`src/rtl/mux4_rr_arbiter.sv`:
```
`default_nettype none
// ============================================================================
// Module   : mux4_rr_arbiter
// Purpose  : Four-way round-robin arbiter for one shared mux4 datapath
//            (item_a..item_d). It registers a one-hot grant and the 2-bit mux
//            select of the owner. The owner keeps the resource for a
//            multi-cycle transaction until it strobes done or drops req.
//            Every release is followed by one idle cycle before the next
//            grant.
// Options  : ARB_TIMEOUT_EN - when defined, an owner is forcibly released
//            after HOLD_MAX busy cycles and timeout pulses for one cycle.
//            When undefined, timeout is tied low and holds are unbounded.
// Revision : 1.0 - initial release
// ============================================================================

module mux4_rr_arbiter #(
  parameter int B        = 32,  // shared datapath width (informational)
  parameter int HOLD_MAX = 16,  // max busy cycles per grant (timeout build)
  parameter int CW       = 5    // hold counter width, 2^CW > HOLD_MAX
) (
  input  logic       clk,
  input  logic       reset_n,
  input  logic [3:0] req,
  input  logic [3:0] done,
  output logic [3:0] grant,
  output logic [1:0] sel,
  output logic       busy,
  output logic       timeout
);

  typedef enum logic [0:0] {
    ST_IDLE = 1'b0,
    ST_BUSY = 1'b1
  } state_t;

  state_t     r_state;
  logic [1:0] r_ptr;     // index of the most recent owner; search starts after it
  logic [1:0] w_win;     // round-robin winner among current requests
  logic       w_found;   // at least one request is pending
  logic       w_rel;     // current owner ends its transaction this edge

  // Parameter sanity: neither block produces hardware; a bad configuration
  // simply shows up as an elaborated block in the hierarchy.
  if (B < 1) begin : g_bad_width
    localparam int c_BAD_B = B;
  end
  if ((1 << CW) <= HOLD_MAX) begin : g_bad_cw
    localparam int c_BAD_CW = CW;
  end

`ifdef ARB_TIMEOUT_EN
  localparam logic [CW-1:0] c_CNT_LAST = CW'(HOLD_MAX - 1);
  logic [CW-1:0] r_cnt;  // busy cycles already spent by the current owner
`endif

  // Round-robin search: scan ptr+1, ptr+2, ptr+3, ptr (mod 4), first hit wins.
  always_comb begin
    logic [1:0] idx;
    w_win   = 2'd0;
    w_found = 1'b0;
    idx     = 2'd0;
    for (int i = 1; i <= 4; i++) begin
      idx = r_ptr + 2'(i);
      if (!w_found && req[idx]) begin
        w_found = 1'b1;
        w_win   = idx;
      end
    end
  end

  // Only the owner's own done/req matter; other requesters are ignored.
  always_comb begin
    w_rel = done[sel] | ~req[sel];
  end

  // Arbitration FSM with registered grant, select, busy and timeout.
  always_ff @(posedge clk or negedge reset_n) begin
    if (!reset_n) begin
      r_state <= ST_IDLE;
      grant   <= 4'b0000;
      sel     <= 2'b00;
      busy    <= 1'b0;
      r_ptr   <= 2'b11;  // first search after reset starts at requester 0
`ifdef ARB_TIMEOUT_EN
      r_cnt   <= '0;
      timeout <= 1'b0;
`endif
    end else begin
`ifdef ARB_TIMEOUT_EN
      timeout <= 1'b0;  // single-cycle pulse unless re-asserted below
`endif
      case (r_state)
        ST_IDLE: begin
          // sel is left alone when nobody asks, so the mux output stays put
          if (w_found) begin
            grant   <= 4'b0001 << w_win;
            sel     <= w_win;
            busy    <= 1'b1;
            r_state <= ST_BUSY;
`ifdef ARB_TIMEOUT_EN
            r_cnt   <= '0;
`endif
          end
        end
        ST_BUSY: begin
          if (w_rel) begin
            // Owner becomes lowest priority; sel keeps pointing at it.
            grant   <= 4'b0000;
            busy    <= 1'b0;
            r_ptr   <= sel;
            r_state <= ST_IDLE;
          end
`ifdef ARB_TIMEOUT_EN
          else if (r_cnt == c_CNT_LAST) begin
            // Forced release: identical to a normal one plus the pulse.
            grant   <= 4'b0000;
            busy    <= 1'b0;
            r_ptr   <= sel;
            r_state <= ST_IDLE;
            timeout <= 1'b1;
          end else begin
            r_cnt <= r_cnt + 1'b1;
          end
`endif
        end
        default: begin
          r_state <= ST_IDLE;
          grant   <= 4'b0000;
          busy    <= 1'b0;
        end
      endcase
    end
  end

`ifndef ARB_TIMEOUT_EN
  // Without the hold limit there is never a forced release.
  assign timeout = 1'b0;
`endif

endmodule

`default_nettype wire

```
`config.mk`:
```
export PLATFORM = sky130hd
export DESIGN_NAME = mux4_rr_arbiter
export DESIGN_NICKNAME = d
export VERILOG_FILES = /design/src/rtl/mux4_rr_arbiter.sv
export SDC_FILE = /design/constraint.sdc
export NUM_CORES = 1
export LEC_CHECK = 0
export CAP_MARGIN = 20
export CORE_AREA = 5 5 42 44
export CTS_CLUSTER_SIZE = 40
export DETAILED_ROUTE_END_ITERATION = 12
export DIE_AREA = 0 0 47 49
export DONT_BUFFER_PORTS = 1
export SYNTH_ARGS = -nofsm -noshare
export SYNTH_HDL_FRONTEND = slang
export SYNTH_SLANG_ARGS = --single-unit
```
`constraint.sdc`:
```
create_clock -name clk -period 2.11 [get_ports clk]
set_clock_uncertainty 0.05 [all_clocks]
set_input_delay 0.5275 -clock clk [delete_from_list [all_inputs] [get_ports clk]]
set_output_delay 0.5275 -clock clk [all_outputs]
set_load 0.005 [all_outputs]
```
==> results of run 1 <==
cell usage after synthesis, drive strengths merged:
library cell	instances	share of area, %
a311o	1	1.8
o21bai	1	1.3
o21ai	1	0.89
nor3	1	1.8
o31ai	1	1.3
and3	1	1.1
a32o	2	3.6
or3	1	1.1
a21oi	2	2.5
dfrtp	8	36
dfstp	2	9.4
or3b	1	1.6
nand2	4	2.7
o32ai	3	4.7
conb	1	0.67
nand3b	2	2.7
nor3b	2	2.7
a22o	1	1.6
a21o	1	1.3
inv	4	2.7
nand2b	2	2.2
a311oi	1	1.6
nor2	5	3.3
or2	2	2.2
nor4	1	1.1
a221oi	1	1.6
mux2	2	4.7
buf	2	2.2
state kept, by name (all words and copies together) (netlist names):
register and count:
r_state 1, sel 2, grant 4, r_ptr 2
busy 1
worst max-delay path by stage:
stage	startpoint	to	slack [ns]
floorplan	done[0]	r_ptr[0]	0.50
global placement	req[1]	sel[0]	0.39
detailed placement	req[1]	sel[0]	0.38
CTS	sel[0]	r_ptr[0]	0.50
global route	r_ptr[0]	grant[2]	0.39
finish	sel[0]	r_ptr[0]	0.51
per-stage QoR:
stage                     hold WS [ns]  std cells  setup WS (ns)
after floorplan                 0.1819         56         0.4994
after global placement          0.1823         70         0.3868
after detailed placement        0.1822         70         0.3797
after CTS                      0.04775         74         0.4953
after global routing           0.03520         74         0.3873
final                          0.04878         74         0.5054
layer usage:
metal  GRT usage [%]  routed length, um  vias up
li1                -                  -      209
met5               0                  0        -
met1           18.02                575      202
met3           6.642                143        5
met2           17.19                510       22
met4           5.530                 29        0
cell families (layout without fill, tap and decap cells):
logic type / count (synthesis) / count (layout) / share of synthesized area [%]
simple gates: 22 / 22 / 22.54
compound gates: 15 / 15 / 22.10
flops: 10 / 10 / 45.09
buf+inv: 6 / 8 / 4.910
mux: 2 / 2 / 4.687
other cells: 1 / 1 / 0.6690
report_power, final:
| group | internal (mW) | total [mW] | switching, mW |
|---|---|---|---|
| registers | 0.299 | 0.404 | 0.105 |
| logic | 0.171 | 0.343 | 0.172 |
| clock network | 0.0659 | 0.130 | 0.0645 |
final cells by class:
type / instances / area share [%]
well taps: 16 / 3.333
inverters: 4 / 2.500
repair buffers: 1 / 1.667
flip-flops and latches: 10 / 42.08
multi-input cells: 40 / 46.67
clock buffers: 3 / 3.750
==> flow_summary_export.csv, run 1 <==
group,metric,value,unit
critical_path,critPathKind,"flop to flop",
detailed_routing,routed_via_density,5.919,
detailed_routing,dr.pass1.iters,4,
timing,worst_pin_slew,0.6678,ns
timing,finalSetupViolations,0,
clock_tree,clk_pin_slew,0.06,ns
critical_path,r2r_end,"r_ptr[0]",
layout,nets,70,
logic_synthesis,ys_warn_count,0,
die,start_util,40.00,%
clock_tree,root_buffer,"clkbuf_4",
layout,layout_commonest_cell,"dfrtp_1",
clock_tree,clockBufferDepth,2,
critical_path,crit_arrival,1.75,ns
min_path,hold_class,"input port to async pin",
logic_synthesis,synth_area,560.5,um^2
power_and_ir_drop,power_density,1459,mW/mm^2
timing,tns,0,ns
detailed_routing,route.detailed.drc,0,
clock_tree,cts_buffers,3,
clock_tree,clock_sinks,10,
critical_path,path_depth,4,
timing,fmax,0.6232,GHz
clock_tree,cts_resized,0,
detailed_routing,finalWirelength,1.258,mm
timing,slew_headroom,55.34,%
grt,grt_pass1_wl,2.145,mm
power_and_ir_drop,leakage,0.2564,nW
clock_tree,post_cts_buffers,0,
layout,fillCellCount,148,
power_and_ir_drop,ir_drop,0.6203,mV
clock_tree,holdBufCountCts,1,
flow_run,cap_violations,0,
placed_design,hpwl,946.3,um
placed_design,dpl_cell_area,568.0,um^2
logic_synthesis,ys_seq_area_share,45.09,%
layout,final_cell_mix,"dfrtp_1 (8), nor2_1 (5), inv_1 (4), nand2_1 (4)",
logic_synthesis,ys_seq_elements,10,
die,die_x,47,um
die,die_h,49,um
die,placementRows,14,
layout,diodes,0,
layout,layout-drive-gt1-share,13.79,%
layout,fin_util,42.86,%
layout,final_area,600.6,um^2
placed_design,io_buffers,0,
detailed_routing,dr_total_vias,438,
timing,period_minus_slack,1.605,ns
logic_synthesis,synth_cell_types,31,
timing,fin_crit_sh,76.05,%
critical_path,crit_family,"simple AND/OR/NAND/NOR gates",
timing,finalHoldViolations,0,
placed_design,gp_congestion,0.8057,
critical_path,worstPathCellList,"or3b_1 > a21oi_2 > nor3_2 > mux2_4",
detailed_routing,route.antenna.remaining_nets,0,
grt,grt_usage,13.20,%
critical_path,slowest_stage,"dfrtp_1",
clock_tree,ctsHtreeMaxLevel,1,
critical_path,reg2reg_slack,0.51,ns
detailed_routing,drtIter0Drc,10,
die,die_area,0.002303,mm^2
critical_path,slowest_delay,0.46,ns
critical_path,crit_buf_inv,0,
critical_path,worstPathMaxFanout,7,
logic_synthesis,synthesis.nets,66,
timing,grt_setup_unrepaired,"false",
grt,grt_max_degree,12,
critical_path,crit_path_start_kind,"flop",
critical_path,worstRegToRegCells,4,
logic_synthesis,syn_inst,56,
layout,regArea,252.7,um^2
clock_tree,cts_tree,"built",
outcome,status,"complete, no violations",
die,ioPinCount,18,
grt,antenna_found_initial,0,
critical_path,worst_r2r_startpoint,"sel[0]",
critical_path,cp.required,2.26,ns
detailed_routing,wl_per_cell,17.00,um
grt,overflow,0,
layout,area_growth,7.143,%
layout,multi_input_area,280.3,um^2
die,core-area,0.001401,mm^2
logic_synthesis,avgSynthCellArea,10.01,um^2
grt,grt_pass1_vias,478,
power_and_ir_drop,p_total,0.8765,mW
timing,drv_slew,0,
clock_tree,clk_latency,0.26,ns
critical_path,cp-end-kind,"flop",
(Power assumes the default switching activity.)
==> inputs of run 2 (changes only) <==
Clock period 2.11 ns to 1.55 ns, I/O delays scaled along.
==> run 2 against run 1 <==
Maximum frequency rose by 4.9%; sequential share of layout area fell by 9.2 points; sequential power rose by 35%; largest cell class unchanged; combinational power rose by 140%; critical path type unchanged; critical endpoint is now sel[0].
==> flow_summary_export.csv, run 2 (synthesized netlist as in run 1, its figures left out) <==
group,metric,value,unit
clock_tree,clockBufferDepth,2,
layout,nets,79,
layout,largest_register,"grant",
layout,layout_commonest_cell,"buf_4",
detailed_routing,finalWirelength,1.439,mm
detailed_routing,route.detailed.drc,0,
detailed_routing,drtIter0Drc,10,
die,start_util,40.00,%
critical_path,worstRegToRegCells,4,
critical_path,slowest_stage,"dfstp_2",
critical_path,crit_path_start_kind,"flop",
critical_path,crit_family,"flip-flops",
timing,finalHoldViolations,0,
detailed_routing,routed_via_density,5.857,
die,placementRows,14,
critical_path,slowest_delay,0.57,ns
grt,grt_pass1_wl,2.201,mm
die,die_area,0.002303,mm^2
critical_path,reg2reg_slack,0.02,ns
layout,area_growth,37.95,%
timing,drv_slew,0,
placed_design,gp_congestion,0.7828,
clock_tree,clk_latency,0.27,ns
layout,biggestRegsByFlops,"grant: 4 flops, r_ptr: 2 flops, sel: 2 flops",
grt,grt_pass1_vias,464,
critical_path,cp.required,1.66,ns
power_and_ir_drop,ir_drop,1.035,mV
die,core-area,0.001401,mm^2
detailed_routing,route.antenna.remaining_nets,0,
power_and_ir_drop,power_switching,0.6068,mW
clock_tree,clk_pin_slew,0.07,ns
power_and_ir_drop,seqPwrFrac,33.6,%
placed_design,hpwl,992.8,um
critical_path,path_depth,4,
die,ioPinCount,18,
outcome,status,"complete, no violations",
timing,fin_crit_sh,98.65,%
power_and_ir_drop,p_total,1.624,mW
placed_design,numPlacedInstances,75,
critical_path,crit_arrival,1.64,ns
grt,antenna_found_initial,0,
detailed_routing,wl_per_cell,17.13,um
die,die_x,47,um
timing,period_minus_slack,1.529,ns
critical_path,critPathKind,"flop to flop",
power_and_ir_drop,clkPwrFrac,14.9,%
layout,diodes,0,
power_and_ir_drop,p_int,1.017,mW
detailed_routing,dr_total_vias,492,
clock_tree,cts_tree,"built",
die,die_h,49,um
critical_path,worstPathMaxFanout,5,
layout,largest_reg_flops,4,
critical_path,crit_buf_inv,1,
clock_tree,ctsHtreeMaxLevel,1,
critical_path,worst_r2r_startpoint,"r_ptr[0]",
placed_design,io_buffers,0,
timing,grt_setup_unrepaired,"true",
layout,final_cell_mix,"buf_4 (9), dfrtp_1 (7), nand2_1 (4), nor2_1 (4)",
critical_path,crit_end,"sel[0]",
layout,layout-drive-gt1-share,45.59,%
power_and_ir_drop,p_comb_share,51.6,%
grt,overflow,0,
min_path,hold_class,"input port to flop",
power_and_ir_drop,power_density,2100,mW/mm^2
timing,finalSetupViolations,0,
grt,grt_max_degree,11,
critical_path,worstPathCellList,"inv_2 > a221oi_4 > o32ai_4 > mux2_4",
power_and_ir_drop,leakage,0.3319,nW
timing,fmax,0.6540,GHz
clock_tree,root_buffer,"clkbuf_4",
critical_path,cp-end-kind,"flop",
grt,grt_usage,13.01,%
flow_run,cap_violations,0,
detailed_routing,dr.pass1.iters,2,
clock_tree,clock_sinks,10,
critical_path,r2r_end,"sel[0]",
critical_path,startpoint,"r_ptr[0]",
clock_tree,cts_buffers,3,
power_and_ir_drop,swShare,37.36,%
layout,stdcell_count,84,
[run 2: power by group through the flow]
stage	clock [mW]	sequential [mW]	combinational, mW
after global routing	0.254	0.570	0.916
after floorplan	0	0.510	0.406
after CTS	0.243	0.539	0.586
after detailed placement	0	0.540	0.573
final	0.241	0.545	0.837
after global placement	0	0.536	0.570
[run 2: stage by stage]
stage	worst slack (ns)	instance area (um^2)	hold WS (ns)	setup TNS (ns)	utilization [%]
CTS	-0.003913	653.1	0.2730	-0.003913	46.61
global route	-0.04744	773.2	0.2740	-0.1657	55.18
finish	0.02091	773.2	0.2678	0	55.18
global placement	-0.006325	605.6	0.04213	-0.006436	43.21
floorplan	0.05812	560.5	0.04191	0	-
detailed placement	0.004447	605.6	0.04220	0	43.21
[run 2: area by class of cell]
cell class,instances,area (um^2)
Fill cell,126,628.1
Multi-Input combinational cell,40,370.4
Sequential cell,10,254.0
Timing Repair Buffer,10,77.57
Clock buffer,4,36.28
Tap cell,16,20.02
Inverter,4,15.01
[run 2: repair_timing]
item	CTS	global route
setup endpoints to repair	3	8
setup buffers	0	4
hold endpoints to repair	10	0
hold buffers	1	0
pin swaps	1	4
gates resized for setup	1	15
[run 2: per-layer routing]
layer	global-route usage [%]	routed length, um
met5	0	0
met4	6.912	30
met3	4.797	126
met2	16.06	697
met1	19.00	585
[run 2: how the worst min path moves through the flow]
| stage | start | end | slack, ns | depth (start not counted) |
|---|---|---|---|---|
| 2_1_floorplan | reset_n | busy | 0.04 | 0 |
| 3_3_place_gp | reset_n | sel[1] | 0.04 | 0 |
| 3_5_place_dp | reset_n | sel[1] | 0.04 | 0 |
| 4_1_cts | req[2] | r_state | 0.27 | 2 |
| 5_1_grt | req[2] | r_state | 0.27 | 2 |
| 6_report | req[2] | r_state | 0.27 | 2 |
